`src/rtl/paper_fetch_sched.sv`:
```
// Framebuffer read scheduler: issues one AXI4 AR burst per fetch slot, walking
// a frame from its base address, gated by pixel-FIFO credit and by a limit on
// bursts accepted but not yet terminated by r_last.
module paper_fetch_sched #(
   parameter int unsigned AddrWidth      = 64,
   parameter int unsigned DataWidth      = 64,
   parameter int unsigned BurstLen       = 16,
   parameter int unsigned FifoDepth      = 512,
   parameter int unsigned MaxOutstanding = 4,
   parameter int unsigned CntWidth       = 24
) (
   input  logic                           clk_i,
   input  logic                           rst_i,
   input  logic                           en_i,
   input  logic [AddrWidth-1:0]           fb_base_i,
   input  logic [CntWidth-1:0]            frame_bursts_i,
   input  logic                           frame_start_i,
   input  logic [$clog2(FifoDepth+1)-1:0] fifo_fill_i,
   output logic                           ar_valid_o,
   input  logic                           ar_ready_i,
   output logic [AddrWidth-1:0]           ar_addr_o,
   output logic [7:0]                     ar_len_o,
   input  logic                           r_beat_i,
   input  logic                           r_last_i,
   output logic                           busy_o,
   output logic                           frame_done_o,
   output logic                           overrun_o
);

   localparam int unsigned BurstBytes = BurstLen * DataWidth / 8;
   localparam int unsigned FillW      = $clog2(FifoDepth + 1);
   // pend never legitimately exceeds FifoDepth; one spare bit keeps it clean
   localparam int unsigned PendW      = $clog2(FifoDepth + 1) + 1;
   localparam int unsigned OutW       = $clog2(MaxOutstanding + 1);
   localparam int unsigned MaxW0      = (FillW > PendW) ? FillW : PendW;
   localparam int unsigned MaxW       = (MaxW0 > 9) ? MaxW0 : 9;
   // fill + pend + BurstLen: two extra bits make the credit sum wrap-free
   localparam int unsigned SumW       = MaxW + 2;

   typedef enum logic [1:0] {
      ST_IDLE,
      ST_ARMED,
      ST_FETCH,
      ST_DRAIN
   } state_t;

   state_t                state_q;
   logic [CntWidth-1:0]   idx_q;
   logic [CntWidth-1:0]   bursts_q;
   logic [AddrWidth-1:0]  next_addr_q;
   logic [OutW-1:0]       out_q;
   logic [PendW-1:0]      pend_q;

   logic                  hs;
   logic                  start;
   logic                  out_dec;
   logic                  pend_dec;
   logic [OutW-1:0]       out_nxt;
   logic [PendW-1:0]      pend_nxt;
   logic [CntWidth-1:0]   idx_nxt;
   logic [CntWidth-1:0]   bursts_nxt;
   logic [AddrWidth-1:0]  addr_nxt;
   logic                  fetching;
   logic                  credit_ok;
   logic                  issue;
   logic                  last_hs;
   logic                  frame_complete;

   assign ar_len_o = 8'(BurstLen - 1);

   // Post-cycle counter values and the issue decision for the next AR slot
   always_comb begin
      hs         = ar_valid_o & ar_ready_i;
      start      = (state_q == ST_ARMED) & en_i & frame_start_i;
      // protocol errors saturate the counters at zero
      out_dec    = r_beat_i & r_last_i & (out_q != '0);
      pend_dec   = r_beat_i & (pend_q != '0);
      out_nxt    = out_q + OutW'(hs) - OutW'(out_dec);
      pend_nxt   = pend_q + (hs ? PendW'(BurstLen) : PendW'(0)) - PendW'(pend_dec);
      idx_nxt    = start ? '0 : idx_q + CntWidth'(hs);
      bursts_nxt = start ? frame_bursts_i : bursts_q;
      addr_nxt   = start ? fb_base_i
                 : (hs ? next_addr_q + AddrWidth'(BurstBytes) : next_addr_q);
      fetching   = start | ((state_q == ST_FETCH) & en_i);
      credit_ok  = (SumW'(fifo_fill_i) + SumW'(pend_nxt) + SumW'(BurstLen))
                   <= SumW'(FifoDepth);
      // a pending AR must complete before another can be offered
      issue      = fetching & (~ar_valid_o | ar_ready_i)
                 & (idx_nxt < bursts_nxt)
                 & (out_nxt < OutW'(MaxOutstanding))
                 & credit_ok;
      last_hs    = hs & (idx_nxt == bursts_q);
      frame_complete = (idx_q == bursts_q);
   end

   // Sequencer state, counters and registered outputs
   always_ff @(posedge clk_i or posedge rst_i) begin
      if (rst_i) begin
         state_q      <= ST_IDLE;
         idx_q        <= '0;
         bursts_q     <= '0;
         next_addr_q  <= '0;
         out_q        <= '0;
         pend_q       <= '0;
         ar_valid_o   <= 1'b0;
         ar_addr_o    <= '0;
         busy_o       <= 1'b0;
         frame_done_o <= 1'b0;
         overrun_o    <= 1'b0;
      end else begin
         out_q        <= out_nxt;
         pend_q       <= pend_nxt;
         idx_q        <= idx_nxt;
         bursts_q     <= bursts_nxt;
         next_addr_q  <= addr_nxt;
         frame_done_o <= 1'b0;

         if (issue) begin
            ar_valid_o <= 1'b1;
            ar_addr_o  <= addr_nxt;
         end else if (hs) begin
            ar_valid_o <= 1'b0;
         end

         if (frame_start_i && ((state_q == ST_FETCH) || (state_q == ST_DRAIN))) begin
            overrun_o <= 1'b1;
         end

         case (state_q)
            ST_IDLE: begin
               if (en_i) state_q <= ST_ARMED;
            end
            ST_ARMED: begin
               if (!en_i) begin
                  state_q <= ST_IDLE;
               end else if (frame_start_i) begin
                  state_q   <= ST_FETCH;
                  busy_o    <= 1'b1;
                  overrun_o <= 1'b0;
               end
            end
            ST_FETCH: begin
               if (last_hs || (!en_i && !ar_valid_o)) state_q <= ST_DRAIN;
            end
            ST_DRAIN: begin
               if (out_nxt == '0) begin
                  busy_o <= 1'b0;
                  if (frame_complete) begin
                     frame_done_o <= 1'b1;
                     state_q      <= en_i ? ST_ARMED : ST_IDLE;
                  end else begin
                     state_q <= ST_IDLE;
                  end
               end
            end
            default: state_q <= ST_IDLE;
         endcase
      end
   end

   // R beats with nothing pending are an upstream protocol violation
   a_beat_pending: assert property (@(posedge clk_i) disable iff (rst_i)
      !(r_beat_i && (pend_q == '0)))
      else $error("r_beat_i with no beats pending");

   a_last_outstanding: assert property (@(posedge clk_i) disable iff (rst_i)
      !(r_beat_i && r_last_i && (out_q == '0)))
      else $error("r_last_i with no burst outstanding");

endmodule

```
`config.mk`:
```
export PLATFORM = sky130hd
export DESIGN_NAME = paper_fetch_sched
export DESIGN_NICKNAME = d
export VERILOG_FILES = /design/src/rtl/paper_fetch_sched.sv
export SDC_FILE = /design/constraint.sdc
export NUM_CORES = 1
export LEC_CHECK = 0
export CELL_PAD_IN_SITES_DETAIL_PLACEMENT = 2
export CELL_PAD_IN_SITES_GLOBAL_PLACEMENT = 2
export CORE_MARGIN = 3
export CORE_UTILIZATION = 34
export DETAILED_ROUTE_END_ITERATION = 10
export GPL_TIMING_DRIVEN = 1
export PLACE_DENSITY = 0.77
export SLEW_MARGIN = 40
export SYNTH_ARGS = -nofsm -noshare
export SYNTH_HDL_FRONTEND = slang
export SYNTH_SLANG_ARGS = --single-unit
export TNS_END_PERCENT = 30
```
`constraint.sdc`:
```
create_clock -name clk_i -period 8.39 [get_ports clk_i]
set_input_delay 2.0975 -clock clk_i [delete_from_list [all_inputs] [get_ports clk_i]]
set_output_delay 2.0975 -clock clk_i [all_outputs]
set_load 0.05 [all_outputs]
```
==> results of run 1 <==
per-stage QoR:
stage / power [mW] / cells
2_1_floorplan: 3.614 / 1106
3_3_place_gp: 4.363 / 1671
3_5_place_dp: 4.516 / 1672
4_1_cts: 5.381 / 1702
5_1_grt: 5.772 / 1702
6_report: 5.312 / 1702
cells in the final DEF (no fill, tap or decap), types with 7 or more instances in the layout:
| cell type | synthesis | final |
|---|---|---|
| and3_1 | 18 | 18 |
| a21oi_1 | 24 | 24 |
| nand4_1 | 25 | 25 |
| nor4_1 | 11 | 11 |
| nor2_1 | 45 | 45 |
| o21bai_1 | 7 | 7 |
| clkbuf_16 | 0 | 17 |
| inv_1 | 67 | 66 |
| conb_1 | 2 | 8 |
| mux2_2 | 10 | 10 |
| or3_1 | 9 | 9 |
| nand3_1 | 45 | 45 |
| dfrtp_1 | 196 | 196 |
| xor2_1 | 74 | 74 |
| and2_1 | 8 | 8 |
| xnor2_1 | 46 | 46 |
| nor3_1 | 19 | 19 |
| ha_1 | 62 | 62 |
| a21o_1 | 7 | 7 |
| nand2b_1 | 8 | 8 |
| mux2_1 | 54 | 54 |
| mux2i_1 | 27 | 27 |
| o21ai_2 | 7 | 7 |
| clkdlybuf4s50_1 | 0 | 172 |
| nand2_1 | 129 | 129 |
| o21ai_0 | 70 | 70 |
registers in the layout (all words and copies together) (netlist names), named ones only:
register	cells
busy_o	1
out_q	3
bursts_q	24
state_q	1
idx_q	24
pend_q	11
next_addr_q	64
overrun_o	1
ar_addr_o	64
frame_done_o	1
ar_valid_o	1
metal layers:
layer  part of all wire  up-vias
li1                   -     4096
met2               0.48      170
met4              0.014        0
met3              0.033       26
met5                  0        -
met1               0.47     4468
power by group:
| part | total, mW | leakage (nW) | switching, mW | internal (mW) |
|---|---|---|---|---|
| sequential | 1.64 | 2.51 | 0.345 | 1.29 |
| clock | 0.826 | 0.262 | 0.387 | 0.439 |
| combinational | 2.85 | 3.30 | 1.69 | 1.16 |
| total | 5.31 | 6.08 | 2.42 | 2.89 |
final cells by class:
class / count / area, sq um / area share
Inverter: 68 / 267.8 / 0.01942
Clock buffer: 19 / 432.9 / 0.03139
Timing Repair Buffer: 182 / 1812 / 0.1314
Tap cell: 435 / 544.3 / 0.03947
Multi-Input combinational cell: 791 / 5698 / 0.4132
Sequential cell: 196 / 4905 / 0.3557
Clock inverter: 11 / 130.1 / 0.009437
final timing paths:
| check | start | to | slack, ps | depth (start not counted) |
|---|---|---|---|---|
| min in group asynchronous | rst_i | ar_addr_o[18]$_DFFE_PP0P_ | 2160 | 2 |
| max reg2reg | pend_q[8]$_DFF_PP0_ | ar_addr_o[4]$_DFFE_PP0P_ | 2140 | 26 |
| max in group asynchronous | rst_i | next_addr_q[17]$_DFF_PP0_ | 5010 | 3 |
| min reg2reg | next_addr_q[3]$_DFF_PP0_ | next_addr_q[3]$_DFF_PP0_ | 470 | 2 |
| min | next_addr_q[3]$_DFF_PP0_ | next_addr_q[3]$_DFF_PP0_ | 470 | 2 |
| max | r_beat_i | ar_addr_o[4]$_DFFE_PP0P_ | 820 | 25 |
worst max-delay path: cells and delay by family:
kind | cells | cell delay [ps]
buf+inv | 5 | 1280
xor+xnor | 1 | 230
compound gates | 9 | 1660
simple gates | 4 | 1030
fa+ha+maj | 5 | 1060
mux | 1 | 410
cell families after synthesis:
| group | after synthesis | share of synthesized area |
|---|---|---|
| multiplexers | 91 | 0.08930 |
| adder cells (fa/ha/maj) | 65 | 0.07532 |
| AND/OR/NAND/NOR | 348 | 0.1594 |
| flip-flops | 196 | 0.4420 |
| buffers and inverters | 119 | 0.04769 |
| XOR/XNOR | 121 | 0.09685 |
| other | 2 | 0.0006768 |
| AO/OA/AOI/OAI | 158 | 0.08874 |
==> run_results.csv, run 1 <==
group,metric,value,unit
logic_synthesis,syn_inst,1100,
finish,nFillCells,3382,
detailed_routing,drtIter0Drc,419,
pwr,p_leak,6.075,nW
setup_path,endpoint_kind,"flip-flop",
timing,rsz0062_at_grt,"no",
clock_network,cts_tree,"yes",
global_routing,grt_pass1_wl,55.52,mm
timing,worst_hold_slack,471.0,ps
global_routing,grt_pass1_vias,9662,
timing,fmax,132.1,MHz
floorplan,dieArea,34840,sq um
detailed_routing,avgViaCountPerCell,5.147,
logic_synthesis,yosys.area.top_type,"dfrtp_1",
global_routing,grt.busiest_layer,"met2",
hold_path,hold_class,"flip-flop to flip-flop",
setup_path,slowest_delay,570,ps
setup_path,cp.required,8720,ps
logic_synthesis,synth.most_common_cell,"dfrtp_1",
timing,worst_pin_slew,779.6,ps
finish,areaGrowthSynthToFinish,24.26,%
finish,post-route-util,0.4325,
clock_network,cts_resized,0,
logic_synthesis,yosysUniqueCellTypes,70,
global_routing,grt_usage,0.2004,
placed_design,place_congestion,0.8547,
clock_network,cts_sinks,196,
finish,layout-drive-gt1-share,0.05446,
detailed_routing,post-route-drc-count,0,
clock_network,clock_path_buffers,2,
detailed_routing,drtPass1Iterations,4,
global_routing,gr-usage-met2,0.3388,
setup_path,path_class,"primary input to flip-flop",
pwr,p_per_area,385.2,nW/um^2
placed_design,dp_slack,369.7,ps
global_routing,grt_use_met3,0.02799,
detailed_routing,ant_nets,0,
logic_synthesis,netlist.area_leader.share,0.4420,
timing,slew_headroom,0.4803,
timing,period_minus_slack,7569,ps
clock_network,cts_root_buf,"clkbuf_16",
pwr,irDropWorstVdd,0.3079,mV
timing,clock_skew,10.12,ps
placed_design,detailed_place.area,13220,sq um
finish,nets,1426,
setup_path,cpMostUsedCell,"ha_1",
logic_synthesis,ys.flop_type,"dfrtp_1",
timing,fin_setup_tns,0,ps
floorplan,start_util,0.3481,
setup_path,startpoint_type,"primary input",
global_routing,overflow,0,
global_routing,grt_max_degree,126,
detailed_routing,vias,8760,
logic_synthesis,synthArstFlopShare,1.000,
setup_path,cp_slowest_cell,"nor4b_1",
floorplan,die_w,186.7,um
clock_network,cts_buffers,17,
finish,finalInstanceArea,13790,sq um
logic_synthesis,synth_common_cells,"dfrtp_1 (196), nand2_1 (129), xor2_1 (74)",
clock_network,cts.htree.levels,4,
setup_path,cp_max_fo,65,
detailed_routing,wirelength,34.36,mm
timing,finalSetupViolCount,0,
logic_synthesis,ys_seq_elements,196,
logic_synthesis,synthTopCellsByArea,"dfrtp_1 (44%), ha_1 (7.0%), xor2_1 (5.8%), mux2_1 (5.5%), nand2_1 (4.4%)",
floorplan,io_pins,181,
clock_network,cts.clk_slew.worst_paths,70,ps
timing,slew_violations,0,
global_routing,met1_usage,0.2712,
clock_network,ctsHoldBuffers,0,
setup_path,cp.arrival,7900,ps
logic_synthesis,avgSynthCellArea,10.09,sq um
clock_network,clock_latency,450,ps
logic_synthesis,syn_area,11100,sq um
flow_run,maxCapViolations,0,
logic_synthesis,yosys_warnings,0,
detailed_routing,wl_per_cell,20.19,um
floorplan,rows,65,
floorplan,dieHeight,186.7,um
logic_synthesis,synth_edf_count,0,
timing,fin_ws,821.3,ps
floorplan,coreArea,31880,sq um
global_routing,antenna_found_initial,0,
timing,finalHoldViolations,0,
logic_synthesis,ys_seq_area_frac,0.4420,
placed_design,io_buffers,172,
clock_network,postCtsSetupBuffers,0,
placed_design,dp_hpwl,25.66,mm
status,status,"finished clean",
finish,antenna_cells,0,
timing,final.period_utilization,0.9021,
(Power assumes the default switching activity.)
==> run 2: changes to the inputs <==
--- a/config.mk
+++ b/config.mk
@@ -16,4 +16,4 @@
 export SYNTH_ARGS = -nofsm -noshare
 export SYNTH_HDL_FRONTEND = slang
 export SYNTH_SLANG_ARGS = --single-unit
-export TNS_END_PERCENT = 30
+export TNS_END_PERCENT = 1
==> results of run 2 <==
The final DEF is identical to that of run 1; final timing and power are the same.
